**src/rtl/ceff_pkg.sv**
```systemverilog
// ceff_pkg: shared types and helpers for the ceff_pipe elastic register pipeline.
//   STAT_W      : width of the optional statistics counters.
//   ceff_stat_t : statistics counter type.
//   occ_width() : width of an occupancy count able to hold 0..depth.
package ceff_pkg;

  localparam int STAT_W = 32;

  typedef logic [STAT_W-1:0] ceff_stat_t;

  function automatic int occ_width(input int depth);
    return $clog2(depth + 1);
  endfunction

endpackage

```
**src/rtl/ceff_stage.sv**
```systemverilog
// ceff_stage: one valid/data register pair of the ceff_pipe pipeline.
// Ports:
//   clk, reset   : clock, synchronous active-high reset (clears valid; clears
//                  data too when CLEAR_DATA=1).
//   flush        : synchronous clear of the valid bit; data untouched.
//   adv_i        : stage advances this cycle (already qualified by enable).
//   src_valid_i  : valid of the upstream source (input port or previous stage).
//   src_data_i   : payload of the upstream source.
//   valid_o      : registered stage valid.
//   data_o       : registered stage payload.
module ceff_stage #(
  parameter int WIDTH      = 32,
  parameter bit CLEAR_DATA = 1'b0
) (
  input  logic             clk,
  input  logic             reset,
  input  logic             flush,
  input  logic             adv_i,
  input  logic             src_valid_i,
  input  logic [WIDTH-1:0] src_data_i,
  output logic             valid_o,
  output logic [WIDTH-1:0] data_o
);

  logic             v_q;
  logic [WIDTH-1:0] d_q;

  always_ff @(posedge clk) begin
    if (reset) begin
      v_q <= 1'b0;
    end else if (flush) begin
      v_q <= 1'b0;
    end else if (adv_i) begin
      v_q <= src_valid_i;
    end
  end

  // Data only loads when a real beat arrives, so a bubble passing through
  // leaves the previous payload in place (saves toggling).
  always_ff @(posedge clk) begin
    if (reset) begin
      if (CLEAR_DATA) begin
        d_q <= '0;
      end
    end else if (!flush && adv_i && src_valid_i) begin
      d_q <= src_data_i;
    end
  end

  assign valid_o = v_q;
  assign data_o  = d_q;

endmodule

```
**src/rtl/ceff_pipe.sv**
```systemverilog
// ceff_pipe: DEPTH-stage elastic register pipeline with valid/ready on both
// sides, global freeze enable, synchronous flush and bubble collapsing.
// Optional statistics counters are compiled in when CEFF_PIPE_STATS_EN is
// defined.
//
// Handshake: a beat transfers on a side in any cycle where that side's valid
// and ready are both 1. Valid never depends on ready on the same side; the
// upstream in_ready is combinational from out_ready through the advance chain.
// While enable=0, flush=1 or reset=1, in_ready and out_valid are forced to 0.
//
// Ports:
//   clk, reset          : clock, synchronous active-high reset.
//   enable              : 0 freezes every stage.
//   flush               : clears all stage valids; input not accepted.
//   in_valid/in_data    : upstream beat.
//   in_ready            : pipeline accepts a beat this cycle.
//   out_valid/out_data  : beat at the last stage (out_data always driven).
//   out_ready           : downstream accepts.
//   occupancy           : number of valid stages.
//   stat_in_cnt, stat_out_cnt, stat_stall_cnt (CEFF_PIPE_STATS_EN only):
//                         saturating transfer/stall counters, reset-cleared.
module ceff_pipe
  import ceff_pkg::*;
#(
  parameter int WIDTH      = 32,
  parameter int DEPTH      = 2,
  parameter bit CLEAR_DATA = 1'b0
) (
  input  logic                         clk,
  input  logic                         reset,
  input  logic                         enable,
  input  logic                         flush,
  input  logic                         in_valid,
  input  logic [WIDTH-1:0]             in_data,
  output logic                         in_ready,
  output logic                         out_valid,
  output logic [WIDTH-1:0]             out_data,
  input  logic                         out_ready,
  output logic [occ_width(DEPTH)-1:0]  occupancy
`ifdef CEFF_PIPE_STATS_EN
  ,
  output ceff_stat_t                   stat_in_cnt,
  output ceff_stat_t                   stat_out_cnt,
  output ceff_stat_t                   stat_stall_cnt
`endif
);

  localparam int OCC_W = occ_width(DEPTH);

  logic [DEPTH-1:0] v;
  logic [DEPTH-1:0] adv;
  logic [DEPTH-1:0] src_v;
  logic [WIDTH-1:0] src_d [DEPTH];
  logic [WIDTH-1:0] d     [DEPTH];
  logic [OCC_W-1:0] occ_sum;
  logic             run;

  assign run = !reset && enable && !flush;

  // A stage advances when it is empty or its successor advances; this is what
  // lets bubbles collapse behind a stalled tail.
  always_comb begin
    adv            = '0;
    adv[DEPTH-1]   = !v[DEPTH-1] || out_ready;
    for (int k = DEPTH - 2; k >= 0; k--) begin
      adv[k] = !v[k] || adv[k+1];
    end
  end

  genvar k;
  generate
    for (k = 0; k < DEPTH; k++) begin : g_stage
      if (k == 0) begin : g_src_in
        assign src_v[k] = in_valid;
        assign src_d[k] = in_data;
      end else begin : g_src_prev
        assign src_v[k] = v[k-1];
        assign src_d[k] = d[k-1];
      end

      ceff_stage #(
        .WIDTH      (WIDTH),
        .CLEAR_DATA (CLEAR_DATA)
      ) u_stage (
        .clk         (clk),
        .reset       (reset),
        .flush       (flush),
        .adv_i       (enable && adv[k]),
        .src_valid_i (src_v[k]),
        .src_data_i  (src_d[k]),
        .valid_o     (v[k]),
        .data_o      (d[k])
      );
    end
  endgenerate

  assign in_ready  = run && adv[0];
  assign out_valid = run && v[DEPTH-1];
  assign out_data  = d[DEPTH-1];

  always_comb begin
    occ_sum = '0;
    for (int i = 0; i < DEPTH; i++) begin
      occ_sum = occ_sum + OCC_W'(v[i]);
    end
  end

  assign occupancy = reset ? '0 : occ_sum;

`ifdef CEFF_PIPE_STATS_EN
  localparam ceff_stat_t STAT_MAX = '1;

  ceff_stat_t in_cnt_q, in_cnt_d;
  ceff_stat_t out_cnt_q, out_cnt_d;
  ceff_stat_t stall_cnt_q, stall_cnt_d;

  // Stall counts a held tail beat even in a flush cycle; flush never clears
  // the counters.
  always_comb begin
    in_cnt_d    = in_cnt_q;
    out_cnt_d   = out_cnt_q;
    stall_cnt_d = stall_cnt_q;
    if (in_valid && in_ready && in_cnt_q != STAT_MAX) begin
      in_cnt_d = in_cnt_q + ceff_stat_t'(1);
    end
    if (out_valid && out_ready && out_cnt_q != STAT_MAX) begin
      out_cnt_d = out_cnt_q + ceff_stat_t'(1);
    end
    if (v[DEPTH-1] && enable && !out_ready && stall_cnt_q != STAT_MAX) begin
      stall_cnt_d = stall_cnt_q + ceff_stat_t'(1);
    end
  end

  always_ff @(posedge clk) begin
    if (reset) begin
      in_cnt_q    <= '0;
      out_cnt_q   <= '0;
      stall_cnt_q <= '0;
    end else begin
      in_cnt_q    <= in_cnt_d;
      out_cnt_q   <= out_cnt_d;
      stall_cnt_q <= stall_cnt_d;
    end
  end

  assign stat_in_cnt    = in_cnt_q;
  assign stat_out_cnt   = out_cnt_q;
  assign stat_stall_cnt = stall_cnt_q;
`endif

endmodule

```
**config.mk**
```make
export PLATFORM = sky130hd
export DESIGN_NAME = ceff_pipe
export DESIGN_NICKNAME = d
export VERILOG_FILES = /design/src/rtl/ceff_pkg.sv /design/src/rtl/ceff_stage.sv /design/src/rtl/ceff_pipe.sv
export SDC_FILE = /design/constraint.sdc
export NUM_CORES = 1
export LEC_CHECK = 0
export ABC_AREA = 1
export CAP_MARGIN = 40
export CORE_UTILIZATION = 41
export DETAILED_ROUTE_END_ITERATION = 16
export PLACE_DENSITY = 0.81
export SYNTH_ARGS = -nofsm -noshare
export SYNTH_HDL_FRONTEND = slang
export SYNTH_SLANG_ARGS = --single-unit
```
**constraint.sdc**
```tcl
create_clock -name clk -period 3.6 [get_ports clk]
set_clock_uncertainty 0.05 [all_clocks]
set_input_delay 0.36 -clock clk [delete_from_list [all_inputs] [get_ports clk]]
set_output_delay 0.36 -clock clk [all_outputs]
set_load 0.05 [all_outputs]
```
# Yosys cells after proc, flatten, opt, wreduce, memory -nomap -nowiden
# Index checks and enable logic that the tools add are counted.
dict set report totals {
  output_inout_bits 36
  latch_bits 0
  ramBits 0
  elab_cells 26
  ff_bits 66
  mem_bits_ro 0
  memories 0
}
dict set report op_classes {
  reduce_logical 19
  add_sub_neg 1
  mux 1
  n_mul 0
  bitwise_logic 1
  div_mod_pow 0
  eq_ne 0
  n_lt_le_gt_ge 0
  n_shift 0
}
# operator n
set op_table {}
lappend op_table {{1-bit logical AND} 10}
lappend op_table {{1-bit zero test} 4}
lappend op_table {{2-bit AND reduction} 2}
lappend op_table {{1-bit by 1-bit adder with 2-bit output} 1}
lappend op_table {{1-bit logical OR} 2}
lappend op_table {{2-bit two-way mux} 1}
lappend op_table {{2-bit OR reduction} 1}
lappend op_table {{1-bit inverter} 1}

# Depth between registers and ports, before layout
# Gate-level depths: netlist (run 1).
dict set report depth {
  depth_word 7
  ltp_mapped 5
  ltp_nobuf 5
}

# Modules after synthesis
# A second synthesis (run 1) with hierarchy kept.
dict set report hier_totals {
  hier_cells 103
  area_unflattened_um2 2120.8
}
# module area_per_inst_um2 seq_area_each_um2 n_inst cells_per_inst
set by_module_without_submodules {}
lappend by_module_without_submodules {ceff_stage 1017.2 980.9 2 42}
lappend by_module_without_submodules {ceff_pipe 86.3 0.0 1 19}

# Worst setup path after synthesis (run 1)
# No wires, ideal clock.
dict set report synth_timing {
  path_type {in2reg}
  start {input reset}
  end {register g_stage[0].u_stage.d_q[0], enable pin}
  setup_ns 0.421
  required_ns 3.129
  path_slack_ns 1.217
  t_arrival_ns 1.912
  path_stages 3
  path_cell_list {nor2_2 -> nand3_1 -> nor2_1}
}
dict set report synth_via {
  elab_chain_cells 2
}
# element line
set synth_lines {}
lappend synth_lines {{start, declared} ceff_pipe.sv:30} ;# input logic reset,
lappend synth_lines {{1-bit inverter (no source line)} n/a}
lappend synth_lines {{2-bit AND reduction (no source line)} n/a}
lappend synth_lines {{end signal, assigned} ceff_stage.sv:46} ;# d_q <= src_data_i;
lappend synth_lines {{end, declared} ceff_stage.sv:26} ;# logic [WIDTH-1:0] d_q;
# No other way between the ends.
# A chain may end at the register's enable or synchronous reset.

# Worst setup path after layout (run 1)
dict set report layout_timing {
  start {input reset}
  end {output in_ready}
}
dict set report layout_via {
  elab_chain_cells 4
}
# element line
set layout_lines {}
lappend layout_lines {{1-bit zero test} ceff_pipe.sv:58} ;# assign run = !reset && enable && !flush;
lappend layout_lines {{1-bit logical AND (2 in a row)} ceff_pipe.sv:58}
lappend layout_lines {{1-bit logical AND} ceff_pipe.sv:97} ;# assign in_ready = run && adv[0];
lappend layout_lines {{end, declared} ceff_pipe.sv:35} ;# output logic in_ready,
# No other way between the ends.

==> results.md, run 1 <==
* Core area at 5510 µm²
* Critical path arrival at 1.99 ns
* Leading area contributor after synthesis: edfxtp_1
* Pint at 1130 µW
* Hold buffers post-CTS at 0
* Initial DRC Count at 37
* Non-filler cells, final at 257
* Largest net degree at the start of global routing at 33
* Clock power frac at 34.6%
* Final wirelength at 3180 µm
* Synthesized cell area at 2350 µm²
* Clock Latency Late Sink at 0.31 ns
* Sequential fraction of design power at 60.8%
* Ant. Diodes at 0
* Pwr Total at 1400 µW
* Final Hold Vio Count at 0
* Reg2Reg Setup Slack at 1.95 ns
* Post-Syn Instances at 127
* Hold path endpoint: g_stage[1].u_stage.data_o[15]$_DFFE_PP_
* Final GP Congestion at 0.603
* YS warnings at 0
* Static leakage at 0.00105 µW
* Die area at 6030 µm²
* Area grow syn2layout at 31.9%
* Slew Limit Headroom at 41.3%
* Launch point of the worst reg-to-reg path: g_stage[1].u_stage.valid_o$_SDFFE_PP0P_
* Syn Nets at 166
* Clock-pin slew on the worst setup and hold paths at 0.06 ns
* CTS sink cnt at 66
* Max Slew Vio Count at 0
* Fillers at 421
* Via/cell ratio at 4.09
* CP Data Required Time at 3.19 ns
* CTS Buf Count at 9
* Detail Route Antenna Nets at 0
* Io pins at 74
* Initial Util at 42.6%
* Synth area leaders: edfxtp_1 82%, buf_4 10%, dfxtp_1 1.7%
* Avg WL per Cell at 12.4 µm
* Gate power share at 4.6%
* Post-synth cell types at 14
* Hold depth at 0
* Final Util at 56.3%
* First drt pass iteration count at 4
* R2R depth at 3
* Die height at 77.7 µm
* Sw power at 264 µW
* Drc violations at 0
* Post-synthesis register bit count at 66
* Area of the multi-input gates at 124 µm²
* RSZ-0062 raised after global routing: no
* Resized cells post-CTS at 0
* Sw frac at 18.9%
* Remaining Overflow, GRT at 0
* Critical path fanouts, max at 4
* Crit end category: output pin
* Clk buf depth at 2
* Fraction of layout cells with a size suffix above 1 at 11.4%
* Hold_sp: g_stage[0].u_stage.data_o[15]$_DFFE_PP_
* Final TNS setup at 0 ns
* Tmin final at 2.40 ns
* Status: complete, no violations
* Register Area at 1960 µm²
* Initial antenna violation count at 0
* Hold/Removal Path Class: reg2reg
* Post-synthesis sequential area ratio at 83.5%
* Global Route Usage Sum at 11.4%
* Fmax at 416 MHz
* Layout Nets at 219
* VDD IR max at 203 µV
* Most frequent cells in the layout: 73 x clkdlybuf4s50_1, 64 x edfxtp_1, 9 x clkbuf_8, 7 x nand2_1
* Period utilization at 66.8%
* Startpoint class of the critical path: primary input
* Cell Pwr Density at 451 nW/µm²
* Dpl hpwl at 2260 µm
* Reg-to-reg endpoint: g_stage[0].u_stage.data_o[24]$_DFFE_PP_
* Post-CTS Setup Bufs at 0
* Worst Path Class, Setup: in2out
* Maxcap violations at 0
* Root buf cell: clkbuf_8
* Vias in the first global route at 986
* Placed Instances at 241
* Vias at 1050
* Worst slew pin tran at 0.879 ns
* H-tree level count at 3
* Share of the synthesized area in the top cell type at 81.8%
* Width of the die at 77.7 µm
* First-pass GRT wire length at 4870 µm
* Setup violators final at 0
* Rows at 27
* Most common cell after layout, fill and taps aside: clkdlybuf4s50_1
* Syn_area_per_cell at 18.5 µm²
* CTS tree: yes
* IO Port Bufs at 73
## logic make-up after synthesis
| logic type | after synthesis | synth area share (%) |
|---|---|---|
| DFF | 66 | 83.5 |
| buffers and inverters | 40 | 11.5 |
| and+or+nand+nor | 19 | 3.94 |
| AOI/OAI and AO/OA | 1 | 0.479 |
| adders and majority gates | 1 | 0.533 |
## cells in the mapped netlist
| cell | n |
|---|---|
| nor2_4 | 1 |
| buf_4 | 32 |
| a21boi_2 | 1 |
| inv_2 | 2 |
| nand3_1 | 1 |
| inv_1 | 6 |
| edfxtp_1 | 64 |
| nand2_4 | 1 |
| ha_1 | 1 |
| nor2_2 | 1 |
| nand2_1 | 7 |
| nand2_2 | 1 |
| dfxtp_1 | 2 |
| nor2_1 | 7 |
## per-stage QoR
stage          hold slack, ns  instance area [µm²]  setup WS, ns
2_1_floorplan           0.350                 2350          1.22
3_3_place_gp            0.350                 2940          1.24
3_5_place_dp            0.355                 2940          1.20
4_1_cts                 0.369                 3100          1.20
5_1_grt                 0.376                 3100          1.08
6_report                0.367                 3100          1.20
## cell type report
class	instances	share of cell area [%]
Clock buffer	12	4.36
Clock inverter	4	0.606
Inverter	8	0.969
Multi-Input combinational cell	21	4.00
Sequential cell	66	63.3
Tap cell	72	2.91
Timing Repair Buffer	74	23.8
## critical path, stage by stage
cell and delay, ns:
clkdlybuf4s50_1 0.49, nor2_2 0.15, nand2_1 0.07, nor2_1 0.11, clkdlybuf4s50_1 0.81
## sequential cells by signal, summed over array words and instances, names as in the netlist
register	cells
g_stage.u_stage.data_o	64
g_stage.u_stage.valid_o	2
## per-layer routing
layer | global-route usage, % | wire length (µm)
met1 | 11.4 | 1140
met2 | 20.6 | 1810
met3 | 3.29 | 162
met4 | 7.36 | 65
met5 | 0 | 0
## power groups by stage
stage	Sequential, µW	Combinational (µW)	Clock [µW]
after floorplan	866	18.5	0
after global placement	866	63.0	0
after detailed placement	867	64.7	0
after CTS	850	65.0	503
after global routing	850	68.8	534
final	850	64.3	483
## how the worst max path moves through the flow
stage	start	end	cells after the start
after global routing	reset	in_ready	5
after floorplan	reset	g_stage[0].u_stage.data_o[0]$_DFFE_PP_	3
after detailed placement	reset	in_ready	5
after global placement	reset	in_ready	5
final	reset	in_ready	5
after CTS	reset	in_ready	5
No activity file was read; power rests on OpenSTA's default activity.
==> run 2, diff against run 1 <==
==> constraint.sdc (replaced) <==
create_clock -name clk -period 2.26 [get_ports clk]
set_clock_uncertainty 0.05 [all_clocks]
set_input_delay 0.226 -clock clk [delete_from_list [all_inputs] [get_ports clk]]
set_output_delay 0.226 -clock clk [all_outputs]
set_load 0.05 [all_outputs]
==> run 2 against run 1 <==
Critical path depth shrank 1. Cell count grew 0.39%. Critical path type is now reg2out. Core utilization grew 1.5 points. Non-clock buffer count grew 1. Cell area grew 2.7%. Setup slack lost 1.0 ns. Clock power grew 110%. Die area is the same. First-iteration DRC count grew 73%. Global-route usage grew 0.41 points. Via count grew 3.4%. Largest power group unchanged. Largest cell class unchanged. Wire length grew 3.3%.
==> results.md, run 2 (synthesis gave the netlist of run 1 again) <==
* Startpoint class of the critical path: flop (was primary input)
* Ant. Diodes at 0 (unchanged)
* First drt pass iteration count at 4 (unchanged)
* Final wirelength at 3280 µm (was 3180 µm)
* Clk buf depth at 2 (unchanged)
* Number of flip-flops in the largest register at 64 (unchanged)
* Static leakage at 0.00111 µW (was 0.00105 µW)
* Worst slew pin tran at 0.549 ns (was 0.879 ns)
* Max Slew Vio Count at 0 (unchanged)
* Vias at 1086 (was 1050)
* CTS tree: yes (unchanged)
* Critical path arrival at 1.83 ns (was 1.99 ns)
* Most frequent cells in the layout: 70 x clkdlybuf4s50_1, 64 x edfxtp_1, 9 x clkbuf_8, 7 x nand2_1 (was 73 x clkdlybuf4s50_1, 64 x edfxtp_1, 9 x clkbuf_8, 7 x nand2_1)
* Pwr Total at 2470 µW (was 1400 µW)
* Final GP Congestion at 0.651 (was 0.603)
* Remaining Overflow, GRT at 0 (unchanged)
* Drc violations at 0 (unchanged)
* Period utilization at 93.0%
* IO Port Bufs at 73 (unchanged)
* Rows at 27 (unchanged)
* Final TNS setup at 0 ns (unchanged)
* Register Area at 1960 µm² (unchanged)
* Layout Nets at 220 (was 219)
* Largest net degree at the start of global routing at 33 (unchanged)
* Avg WL per Cell at 12.7 µm (was 12.4 µm)
* Global Route Usage Sum at 11.9% (was 11.4%)
* CP peak stage delay at 0.81 ns (about the same)
* Final Hold Vio Count at 0 (unchanged)
* Die area at 6030 µm² (unchanged)
* Width of the die at 77.7 µm (unchanged)
* Slowest cell on crit path: clkdlybuf4s50_1 (unchanged)
* Setup violators final at 0 (unchanged)
* RSZ-0062 raised after global routing: no (unchanged)
* Via/cell ratio at 4.21 (was 4.09)
* Critical path fanouts, max at 4 (unchanged)
* Fraction of layout cells with a size suffix above 1 at 14.0% (was 11.4%)
* Post-CTS Setup Bufs at 0 (unchanged)
* Root buf cell: clkbuf_8 (unchanged)
* Fillers at 434 (was 421)
* Slew Limit Headroom at 63.3% (was 41.3%)
* Maxcap violations at 0 (unchanged)
* Dpl hpwl at 2400 µm (was 2260 µm)
* Crit path cell chain: ha_1, inv_1, nor2_1, clkdlybuf4s50_1 (was clkdlybuf4s50_1, nor2_2, nand2_1, nor2_1, clkdlybuf4s50_1)
* Initial antenna violation count at 0 (unchanged)
* Detail Route Antenna Nets at 0 (unchanged)
* Crit end category: output pin (unchanged)
* Fmax at 476 MHz
* Cell Pwr Density at 775 nW/µm² (was 451 nW/µm²)
* VDD IR max at 463 µV (was 203 µV)
* CTS sink cnt at 66 (unchanged)
* Initial DRC Count at 64 (was 37)
* CP Data Required Time at 1.98 ns (was 3.19 ns)
* First-pass GRT wire length at 5030 µm (was 4870 µm)
* Vias in the first global route at 1038 (was 986)
* Clock-pin slew on the worst setup and hold paths at 0.07 ns (was 0.06 ns)
* Worst Path Class, Setup: reg2out (was in2out)
* Initial Util at 42.6% (unchanged)
* CTS Buf Count at 9 (unchanged)
* Io pins at 74 (unchanged)
* Status: complete, no violations (unchanged)
* Area grow syn2layout at 35.5% (was 31.9%)
* Final Util at 57.8% (was 56.3%)
* Area of the multi-input gates at 124 µm² (unchanged)
* Die height at 77.7 µm (unchanged)
* Hold/Removal Path Class: reg2reg (unchanged)
* Core area at 5510 µm² (unchanged)
* Tmin final at 2.10 ns
* Most common cell after layout, fill and taps aside: clkdlybuf4s50_1 (unchanged)
* Clock Latency Late Sink at 0.32 ns (was 0.31 ns)
* H-tree level count at 3 (unchanged)
[run 2: cell types whose count changed in the layout (fill, tap and decap cells not counted)]
cell	change
clkdlybuf4s50_1	-3
buf_12	+2
bufinv_16	+2
clkbuf_1	-2
buf_4	+1
clkinv_2	-1
clkinvlp_4	+1
dlymetal6s2s_1	+1
[run 2: per-layer routing]
metal	up-vias	track usage, %	part of all wire (%)
li1	521	-	-
met1	514	11.9	35
met2	43	20.8	58
met3	8	3.41	4.6
met4	0	8.68	2.6
met5	-	0	0
[run 2: through the flow]
| step | hold slack, ns | worst slack (ns) | cells | area, µm² |
|---|---|---|---|---|
| after floorplan | 0.275 | 0.490 | 127 | 2350 |
| after global placement | 0.350 | 0.351 | 242 | 2970 |
| after detailed placement | 0.355 | 0.253 | 242 | 2970 |
| after CTS | 0.371 | 0.0249 | 258 | 3180 |
| after global routing | 0.375 | 0.100 | 258 | 3180 |
| final | 0.369 | 0.158 | 258 | 3180 |
[run 2: worst max-delay path, delay by kind of cell, from the launching register on]
kind | cells | cell delay, ns
flops | 1 | 0.40
buf+inv | 2 | 0.86
fa+ha+maj | 1 | 0.18
simple gates | 1 | 0.08
[run 2: area by class of cell]
cell class                 count  area share (%)
inverter                       8           0.943
timing repair buffer          75            24.1
clock inverter                 6            2.56
clock buffer                  10            4.01
sequential                    66            61.6
multi-input combinational     21            3.89
tap                           72            2.83
[run 2: worst paths after layout]
| check | start | end | slack, ns | depth (start not counted) |
|---|---|---|---|---|
| worst max register to register | g_stage[0].u_stage.valid_o$_SDFFE_PP0P_ | g_stage[1].u_stage.data_o[9]$_DFFE_PP_ | 0.98 | 5 |
| worst min register to register | g_stage[0].u_stage.data_o[25]$_DFFE_PP_ | g_stage[1].u_stage.data_o[25]$_DFFE_PP_ | 0.37 | 0 |
| worst max-delay path | g_stage[1].u_stage.valid_o$_SDFFE_PP0P_ | occupancy[1] | 0.16 | 4 |
| worst min-delay path | g_stage[0].u_stage.data_o[25]$_DFFE_PP_ | g_stage[1].u_stage.data_o[25]$_DFFE_PP_ | 0.37 | 0 |
[run 2: what timing repair did]
action,in CTS,in global routing
endpoints found under the setup margin,0,1
hold buffers,0,0
resized for setup,0,1
[run 2: power breakdown]
part	switching (µW)	internal, µW
registers	3.69	1350
clock network	395	614
logic	37.4	66.5
==> run 3, diff against run 2 <==
--- a/config.mk
+++ b/config.mk
@@ -9,7 +9,9 @@
 export CAP_MARGIN = 40
 export CORE_UTILIZATION = 41
 export DETAILED_ROUTE_END_ITERATION = 16
+export HOLD_SLACK_MARGIN = 0.1
 export PLACE_DENSITY = 0.81
+export SLEW_MARGIN = 20
 export SYNTH_ARGS = -nofsm -noshare
 export SYNTH_HDL_FRONTEND = slang
 export SYNTH_SLANG_ARGS = --single-unit
==> results of run 3 <==
The final DEF is identical to that of run 2; final timing and power are the same.
